<file path="src/rtl/vec_decode_pkg.sv">
// -----------------------------------------------------------------------------
// vec_decode_pkg
// Shared types and the opcode decoder for the vector decode stage.
//   opcode_e   : 4-bit opcode encoding (OP_NOP..OP_BEQ)
//   ALU_*      : 3-bit ALU operation codes driven to execute
//   ctrl_t     : decoded execute-stage control bundle
//   decode_op  : opcode -> ctrl_t; an invalid slot decodes as a NOP
// -----------------------------------------------------------------------------
package vec_decode_pkg;

    typedef enum logic [3:0] {
        OP_NOP   = 4'h0,
        OP_ADD   = 4'h1,
        OP_SUB   = 4'h2,
        OP_XOR   = 4'h3,
        OP_AND   = 4'h4,
        OP_OR    = 4'h5,
        OP_SHL   = 4'h6,
        OP_SHR   = 4'h7,
        OP_LOAD  = 4'h8,
        OP_STORE = 4'h9,
        OP_BEQ   = 4'hA
    } opcode_e;

    localparam logic [2:0] ALU_ADD = 3'b000;
    localparam logic [2:0] ALU_SUB = 3'b001;
    localparam logic [2:0] ALU_XOR = 3'b010;
    localparam logic [2:0] ALU_AND = 3'b011;
    localparam logic [2:0] ALU_OR  = 3'b100;
    localparam logic [2:0] ALU_SHL = 3'b101;
    localparam logic [2:0] ALU_SHR = 3'b110;

    typedef struct packed {
        logic       reg_write;
        logic       mem_write;
        logic       branch;
        logic       result_src;
        logic [2:0] alu_ctrl;
        logic       illegal;
    } ctrl_t;

    function automatic ctrl_t decode_op(input logic valid, input logic [3:0] op);
        ctrl_t c;
        c = '0;
        if (valid) begin
            case (opcode_e'(op))
                OP_NOP:   ;
                OP_ADD:   begin c.reg_write = 1'b1; c.alu_ctrl = ALU_ADD; end
                OP_SUB:   begin c.reg_write = 1'b1; c.alu_ctrl = ALU_SUB; end
                OP_XOR:   begin c.reg_write = 1'b1; c.alu_ctrl = ALU_XOR; end
                OP_AND:   begin c.reg_write = 1'b1; c.alu_ctrl = ALU_AND; end
                OP_OR:    begin c.reg_write = 1'b1; c.alu_ctrl = ALU_OR;  end
                OP_SHL:   begin c.reg_write = 1'b1; c.alu_ctrl = ALU_SHL; end
                OP_SHR:   begin c.reg_write = 1'b1; c.alu_ctrl = ALU_SHR; end
                OP_LOAD:  begin c.reg_write = 1'b1; c.result_src = 1'b1; c.alu_ctrl = ALU_ADD; end
                OP_STORE: begin c.mem_write = 1'b1; c.alu_ctrl = ALU_ADD; end
                // BEQ compares by subtraction in execute
                OP_BEQ:   begin c.branch = 1'b1; c.alu_ctrl = ALU_SUB; end
                default:  c.illegal = 1'b1;
            endcase
        end
        return c;
    endfunction

endpackage

</file>
<file path="src/rtl/vec_regfile.sv">
// -----------------------------------------------------------------------------
// vec_regfile
// One lane of the architectural register file: NREGS x DATA_W, one write
// port, two combinational read ports with write-through bypass. r0 is
// hardwired to zero (writes to it are dropped, reads return 0).
//   clk, rst        : clock, synchronous active-high reset (clears all regs)
//   we, wAddr, wData: writeback port
//   rAddr1, rAddr2  : read addresses
//   rData1, rData2  : read data (bypassed from the write port on a match)
// -----------------------------------------------------------------------------
module vec_regfile #(
    parameter int DATA_W = 16,
    parameter int NREGS  = 16,
    parameter int RW     = $clog2(NREGS)
) (
    input  logic              clk,
    input  logic              rst,
    input  logic              we,
    input  logic [RW-1:0]     wAddr,
    input  logic [DATA_W-1:0] wData,
    input  logic [RW-1:0]     rAddr1,
    input  logic [RW-1:0]     rAddr2,
    output logic [DATA_W-1:0] rData1,
    output logic [DATA_W-1:0] rData2
);

    logic [DATA_W-1:0] regs [NREGS];
    logic              wrEn;

    assign wrEn = we && (wAddr != '0);

    always_ff @(posedge clk) begin
        if (rst) begin
            for (int i = 0; i < NREGS; i++) begin
                regs[i] <= '0;
            end
        end else if (wrEn) begin
            regs[wAddr] <= wData;
        end
    end

    // Bypass makes a same-cycle writeback visible to the decoding instruction,
    // so the D/E register never captures a stale operand. wrEn already
    // excludes r0, so r0 can never bypass.
    always_comb begin
        rData1 = '0;
        if (rAddr1 != '0) begin
            rData1 = (wrEn && (wAddr == rAddr1)) ? wData : regs[rAddr1];
        end
    end

    always_comb begin
        rData2 = '0;
        if (rAddr2 != '0) begin
            rData2 = (wrEn && (wAddr == rAddr2)) ? wData : regs[rAddr2];
        end
    end

endmodule

</file>
<file path="src/rtl/vec_decode_stage.sv">
// -----------------------------------------------------------------------------
// vec_decode_stage
// Vector decode stage: per-lane register files, instruction decode and the
// decode/execute pipeline register.
//   clk, rst            : clock, synchronous active-high reset
//   valid_d, inst_d     : fetched instruction ([15:12] op, [11:8] rd,
//                         [7:4] ra1, [3:0] ra2)
//   stall_d, flush_d    : hold / bubble the D/E register (flush wins)
//   wb_we/wb_rd/wb_data : per-lane writeback (lane l in slice l)
//   valid_e, rd_e       : D/E valid and destination
//   rs1_e, rs2_e        : per-lane operands (lane l in slice l)
//   reg_write_e, mem_write_e, branch_e, result_src_e, alu_ctrl_e, illegal_e
//                       : registered execute control
// -----------------------------------------------------------------------------
module vec_decode_stage
    import vec_decode_pkg::*;
#(
    parameter int LANES  = 4,
    parameter int DATA_W = 16,
    parameter int NREGS  = 16,
    localparam int RW    = $clog2(NREGS)
) (
    input  logic                    clk,
    input  logic                    rst,
    input  logic                    valid_d,
    input  logic [15:0]             inst_d,
    input  logic                    stall_d,
    input  logic                    flush_d,
    input  logic [LANES-1:0]        wb_we,
    input  logic [LANES*RW-1:0]     wb_rd,
    input  logic [LANES*DATA_W-1:0] wb_data,
    output logic                    valid_e,
    output logic [RW-1:0]           rd_e,
    output logic [LANES*DATA_W-1:0] rs1_e,
    output logic [LANES*DATA_W-1:0] rs2_e,
    output logic                    reg_write_e,
    output logic                    mem_write_e,
    output logic                    branch_e,
    output logic                    result_src_e,
    output logic [2:0]              alu_ctrl_e,
    output logic                    illegal_e
);

    logic [RW-1:0]           rdD;
    logic [RW-1:0]           ra1D;
    logic [RW-1:0]           ra2D;
    logic [LANES*DATA_W-1:0] rs1Next;
    logic [LANES*DATA_W-1:0] rs2Next;
    ctrl_t                   ctrlNext;
    ctrl_t                   ctrlE;

    assign rdD  = inst_d[8 +: RW];
    assign ra1D = inst_d[4 +: RW];
    assign ra2D = inst_d[0 +: RW];

    assign ctrlNext = decode_op(valid_d, inst_d[15:12]);

    // Writes proceed independently of stall/flush; only rst clears the banks.
    for (genvar l = 0; l < LANES; l++) begin : gLane
        vec_regfile #(
            .DATA_W (DATA_W),
            .NREGS  (NREGS),
            .RW     (RW)
        ) uRegfile (
            .clk    (clk),
            .rst    (rst),
            .we     (wb_we[l]),
            .wAddr  (wb_rd[l*RW +: RW]),
            .wData  (wb_data[l*DATA_W +: DATA_W]),
            .rAddr1 (ra1D),
            .rAddr2 (ra2D),
            .rData1 (rs1Next[l*DATA_W +: DATA_W]),
            .rData2 (rs2Next[l*DATA_W +: DATA_W])
        );
    end

    // Reset and flush both load an all-zero bubble; stall holds every field.
    always_ff @(posedge clk) begin
        if (rst || flush_d) begin
            valid_e <= 1'b0;
            rd_e    <= '0;
            rs1_e   <= '0;
            rs2_e   <= '0;
            ctrlE   <= '0;
        end else if (!stall_d) begin
            valid_e <= valid_d;
            rd_e    <= rdD;
            rs1_e   <= rs1Next;
            rs2_e   <= rs2Next;
            ctrlE   <= ctrlNext;
        end
    end

    assign reg_write_e  = ctrlE.reg_write;
    assign mem_write_e  = ctrlE.mem_write;
    assign branch_e     = ctrlE.branch;
    assign result_src_e = ctrlE.result_src;
    assign alu_ctrl_e   = ctrlE.alu_ctrl;
    assign illegal_e    = ctrlE.illegal;

endmodule

</file>
<file path="config.mk">
export PLATFORM = sky130hd
export DESIGN_NAME = vec_decode_stage
export DESIGN_NICKNAME = d
export VERILOG_FILES = /design/src/rtl/vec_decode_pkg.sv /design/src/rtl/vec_regfile.sv /design/src/rtl/vec_decode_stage.sv
export SDC_FILE = /design/constraint.sdc
export NUM_CORES = 2
export LEC_CHECK = 0
export ABC_CLOCK_PERIOD_IN_PS = 3400
export CAP_MARGIN = 20
export CORE_MARGIN = 2
export CORE_UTILIZATION = 55
export CTS_BUF_LIST = sky130_fd_sc_hd__clkbuf_8
export DETAILED_ROUTE_END_ITERATION = 12
export GPL_ROUTABILITY_DRIVEN = 0
export PLACE_DENSITY = 0.77
export SLEW_MARGIN = 0
export SYNTH_ARGS = -nofsm -noshare
export SYNTH_HDL_FRONTEND = slang
export SYNTH_HIERARCHICAL = 1
export SYNTH_SLANG_ARGS = --single-unit
</file>
<file path="constraint.sdc">
create_clock -name clk -period 3.4 [get_ports clk]
set_input_delay 0.34 -clock clk [delete_from_list [all_inputs] [get_ports clk]]
set_output_delay 0.34 -clock clk [all_outputs]
set_load 0.03 [all_outputs]
</file>
# ---- After elaboration in Yosys (flattened, before gate mapping)
# Memories as Yosys holds them, arrays and structs flattened.
# Index checks and enable logic that the tools add are counted.
dict set report word_totals {
  regBits 141
  mem_bits_rw 1024
  out_inout_bits 141
  word_cells 108
  memories 4
}
dict set report op_classes {
  n_eq_ne 18
  n_mux 49
  n_reduce_logical 27
}
# memory words word_bits rd rd_ports_with_merged_regs write_ports line
set memory_table {}
lappend memory_table {{gLane[0].uRegfile.regs} 16 16 2 0 16 vec_regfile.sv:27} ;# logic [DATA_W-1:0] regs [NREGS];
lappend memory_table {{gLane[1].uRegfile.regs} 16 16 2 0 16 vec_regfile.sv:27}
lappend memory_table {{gLane[2].uRegfile.regs} 16 16 2 0 16 vec_regfile.sv:27}
lappend memory_table {{gLane[3].uRegfile.regs} 16 16 2 0 16 vec_regfile.sv:27}
# cell count
set op_table {}
lappend op_table {{16-bit 2-to-1 mux} 20}
lappend op_table {{16-bit OR reduction} 4}
lappend op_table {{4-bit equality test} 8}
lappend op_table {{4-bit nonzero test} 6}
lappend op_table {{1-bit 2-to-1 mux} 23}
lappend op_table {{3-bit case mux with 6 select lines} 1}
lappend op_table {{4-bit by 3-bit equality test with 1-bit output (second input constant)} 4}
lappend op_table {{4-bit 2-to-1 mux} 4}
lappend op_table {{4-bit equality test (second input constant)} 3}
lappend op_table {{1-bit logical AND} 12}
lappend op_table {{11-bit OR reduction} 1}
lappend op_table {{4-bit by 2-bit equality test with 1-bit output (second input constant)} 2}
lappend op_table {{8-bit 2-to-1 mux} 1}
lappend op_table {{8-bit OR reduction} 1}
lappend op_table {{4-bit by 1-bit equality test with 1-bit output (second input constant)} 1}
lappend op_table {{4-bit logical NOT} 1}
lappend op_table {{2-bit OR reduction} 1}
lappend op_table {{1-bit logical OR} 1}

# ---- Longest topological paths before layout
dict set report depth {
  word_depth 7
  depth_mapped 10
}

# ---- Modules after synthesis
# The synthesis kept the hierarchy.
# module instances cells_per_inst area_per_inst_um2
set by_module_without_submodules {}
lappend by_module_without_submodules {vec_regfile 4 1049 14152.3}
lappend by_module_without_submodules {vec_decode_stage 1 469 5008.6}

# ---- Worst setup path before layout
# OpenSTA, ideal clock, no wires.
dict set report synth_timing {
  path_kind {input-to-reg}
  start {input port inst_d[5]}
  end {register rs1_e[14]}
  setup_ns 0.128
  t_arrival_ns 1.722
  required_time_ns 3.272
  setup_slack_ns 1.550
  stages 7
  cell_sequence {buf_2 mux4_2 mux2_2 a211oi_1 a21oi_1 mux2i_1 nor2_1}
}
dict set report synth_via {
  elab_chain_len 4
  elab_cells_between_ends 6
  cone_classes {eq/ne (1); mux (2); reduce/logical (2); memory (1)}
}
# element line
set synth_lines {}
lappend synth_lines {{start, declared} vec_decode_stage.sv:26} ;# input logic [15:0] inst_d,
lappend synth_lines {{branches (longest 3 deep; another with memory read 16 x 16 bit)} --}
lappend synth_lines {{16-bit 2-to-1 mux (*)} vec_regfile.sv:47} ;# if (rAddr1 != '0) begin
lappend synth_lines {{net rs1Next[14]} vec_decode_stage.sv:47} ;# logic [LANES*DATA_W-1:0] rs1Next;
lappend synth_lines {{end signal, assigned} vec_decode_stage.sv:88} ;# rs1_e <= rs1Next;
lappend synth_lines {{end, declared} vec_decode_stage.sv:34} ;# output logic [LANES*DATA_W-1:0] rs1_e,
# Mark *: on every way through the listed nets, which the timed path passes.
# A chain may end at the register's enable or synchronous reset.

# ---- Worst setup path after layout
dict set report layout_timing {
  start {register rs2_e[31]}
  end {output port rs2_e[31]}
}
# element line
set layout_rtl {}
lappend layout_rtl {{start, declared} vec_decode_stage.sv:35} ;# output logic [LANES*DATA_W-1:0] rs2_e,
lappend layout_rtl {{start signal, assigned} vec_decode_stage.sv:89} ;# rs2_e <= rs2Next;
# No word-level cell between the ends.

==> impl_metrics.py <==
metrics = {
    "status": {
        "status": "complete, no violations",
    },
    "power": {
        "power_mw": 33.0,
        "cellLeakagePower_nw": 25.6,
        "power_density_nw_per_um2": 476,
        "peakVddDrop_v": 0.000306,
    },
    "critical_path": {
        "r2r_end": "rs1_e[30]",
        "path_buf_inv": 1,
        "arrival_ns": 2.31,
        "cp_num_cells": 1,
        "cp-startpoint": "rs2_e[31]",
        "cp-endpoint": "rs2_e[31]",
        "path_cells": "clkdlybuf4s50_1",
        "critical-path-slowest-cell": "clkdlybuf4s50_1",
        "crit_required_ns": 3.06,
        "r2r_cells": 6,
        "cpPeakStageDelay_ns": 0.94,
        "r2r_slack_ns": 1.12,
        "cp_top_family": "buffers and inverters",
        "cp_max_fo": 2,
        "endpoint_kind": "output port",
        "regToRegStartpoint": "gLane[1].uRegfile/regs[14][14]",
        "start_kind": "flip-flop",
        "path_class": "flip-flop to output port",
    },
    "clock_network": {
        "numCtsBuffers": 193,
        "clkSlewWorstSetupHoldPaths_ns": 0.06,
        "clock-sinks": 1165,
        "ctsResizeCount": 0,
        "htree_num_levels": 4,
        "cts_tree": "yes",
        "clk_latency_ns": 0.89,
        "cts_setup_buffers": 0,
        "clock-root-buffer": "clkbuf_8",
        "cts_max_path_buffers": 3,
        "hold_buffers": 3,
    },
    "finish": {
        "area_growth_pct": 12.6,
        "nNetsFinal": 5039,
        "instances_no_fill": 6586,
        "postLayoutCellArea_sq_um": 69400,
        "drive_gt1_share_pct": 16.2,
    },
    "logic_synthesis": {
        "yosysTopAreaCellShare_pct": 49.9,
        "synthAdderAreaFrac_pct": 0,
        "avgSynthCellArea_sq_um": 13.2,
        "synth_seq_cells": 1165,
        "synth_compound_area_share_pct": 7.34,
        "syn_area_sq_um": 61600,
        "syn_inst": 4665,
        "ys_seq_area_share_pct": 54.5,
        "synth-xor-area-share_pct": 0.455,
        "yosysMostFrequentCell": "edfxtp_1",
        "synth_edf_count": 1024,
        "synthSimpleGateAreaFrac_pct": 13.9,
        "ys_async_sr_fraction_pct": 0,
        "synth_flop_cell": "edfxtp_1",
        "yosysWarnings": 6,
        "synth.top_cells.by_area": "edfxtp_1 (50%), mux2i_1 (10%), and2_1 (9.8%), mux4_2 (9.4%), dfxtp_1 (4.6%)",
        "synth_common_cells": "edfxtp_1 (1024), and2_1 (961), mux2i_1 (644)",
        "synth_top_family_by_area": "multiplexers",
        "synthDistinctLibCells": 42,
        "synthMuxAreaShare_pct": 20.0,
        "synth.largest_area_cell": "edfxtp_1",
    },
    "grt": {
        "grt_pass1_vias": 42336,
        "antenna_found_initial": 3,
        "grt_max_degree": 75,
        "grtUsageTotal_pct": 31.7,
        "grt_overflow": 0,
        "grt_pass1_wl_um": 272000,
    },
    "placed_design": {
        "hpwlAfterDp_um": 124000,
        "place_area_sq_um": 65600,
        "portBuffers": 245,
        "dp_cells": 6224,
    },
    "drt": {
        "drt-initial-drc-count": 5622,
        "dr_total_vias": 42719,
        "drc": 0,
        "ant_nets": 0,
        "totalWireLength_um": 186000,
        "drt-pass1-iter-count": 6,
        "vias_per_cell": 6.49,
        "wire_per_inst_um": 28.2,
    },
    "timing": {
        "finalCriticalPeriod_ns": 2.65,
        "hold_violations": 0,
        "grt_setup_unrepaired": "false",
        "slew_headroom_pct": 23.4,
        "finalSetupViolCount": 0,
        "tightest_slew_ns": 1.15,
        "setup_tns_ns": 0,
        "period_share_pct": 77.8,
        "finalMaxSlewViolations": 0,
        "fmax_mhz": 378,
        "fin_skew_ns": 0.0357,
    },
    "die": {
        "num_io_pins": 246,
        "die_h_um": 339,
        "num_rows": 122,
        "coreArea_sq_um": 111000,
        "dieArea_sq_um": 115000,
        "initial_core_util_pct": 55.6,
        "die_w_um": 339,
    },
    "job": {
        "maxCapViolCount": 0,
    },
    "hold_path": {
        "min_path_cells": 3,
        "hold_class": "input pin to flip-flop",
    },
}
placed cells by master, fill, tap and decap left out, drive strengths merged, types with 10 or more instances in the layout:
cell           count
a211oi           128
a21oi             13
a31oi            120
and2             961
buf              224
clkbuf           218
clkdlybuf4s50    235
clkinv            63
clkinvlp          10
conb              64
dfxtp            141
edfxtp          1024
inv               63
mux2i            644
mux4             256
nand2             12
nand3            126
nand3b            16
nor2             188
nor2b             11
nor3              12
o22ai            256
o31ai            129
or2               77
or3b              16
xnor2             32
per-layer routing:
metal	vias up	wire (um)	GRT usage, %
met2	2766	85600	50.1
met1	21205	70500	42.8
met3	500	22300	7.88
met4	4	7290	11.6
met5	-	27	0
li1	18244	-	-
cell families after synthesis:
| kind of cell | Yosys count |
|---|---|
| simple gates | 1451 |
| compound gates | 657 |
| buf+inv | 448 |
| xor+xnor | 32 |
| other cells | 4 |
| mux | 908 |
| flops | 1165 |
layout make-up:
| class | count | area, sq um |
|---|---|---|
| multi-input combinational | 3112 | 25900 |
| clock buffer | 218 | 3000 |
| clock inverter | 139 | 693 |
| sequential | 1165 | 33600 |
| antenna | 2 | 5.00 |
| fill | 8426 | 41500 |
| timing repair buffer | 462 | 4330 |
| tap | 1488 | 1860 |
where the power goes:
part           internal [mW]  total [mW]  leakage (nW)  switching [mW]
clock network           6.09        11.9          2.10            5.78
registers               16.4        16.8          10.9           0.453
logic                   1.73        4.34          12.6            2.61
registers in the layout (all words and copies together) (netlist names):
register / cells
valid_e: 1
rs2_e: 64
rd_e: 4
mem_write_e: 1
reg_write_e: 1
result_src_e: 1
alu_ctrl_e: 3
gLane.uRegfile/regs: 1024
rs1_e: 64
illegal_e: 1
branch_e: 1
metrics by stage:
| step | util (%) | hold WS [ns] | setup slack (ns) |
|---|---|---|---|
| finish | 62.6 | 0.0650 | 0.754 |
| global route | 62.6 | 0.0954 | 0.708 |
| CTS | 62.6 | 0.00550 | 0.726 |
| detailed placement | 59.2 | 0.452 | 0.562 |
| global placement | 59.2 | 0.452 | 0.532 |
| floorplan | - | 0.441 | 1.55 |
worst min-delay path by stage:
stage	startpoint	end	slack [ns]
3_3_place_gp	alu_ctrl_e[0]	alu_ctrl_e[0]	0.45
6_report	inst_d[9]	rd_e[1]	0.06
5_1_grt	inst_d[11]	rd_e[3]	0.1
3_5_place_dp	reg_write_e	reg_write_e	0.45
2_1_floorplan	inst_d[15]	alu_ctrl_e[1]	0.44
4_1_cts	inst_d[9]	rd_e[1]	0.006
worst reg2reg max path: stages (launching register included):
cell	delay, ns
edfxtp_1	0.39
mux4_2	0.49
mux2_2	0.30
a211oi_1	0.55
a21oi_1	0.19
mux2i_1	0.18
nor2_1	0.05
(Power assumes the default switching activity.)
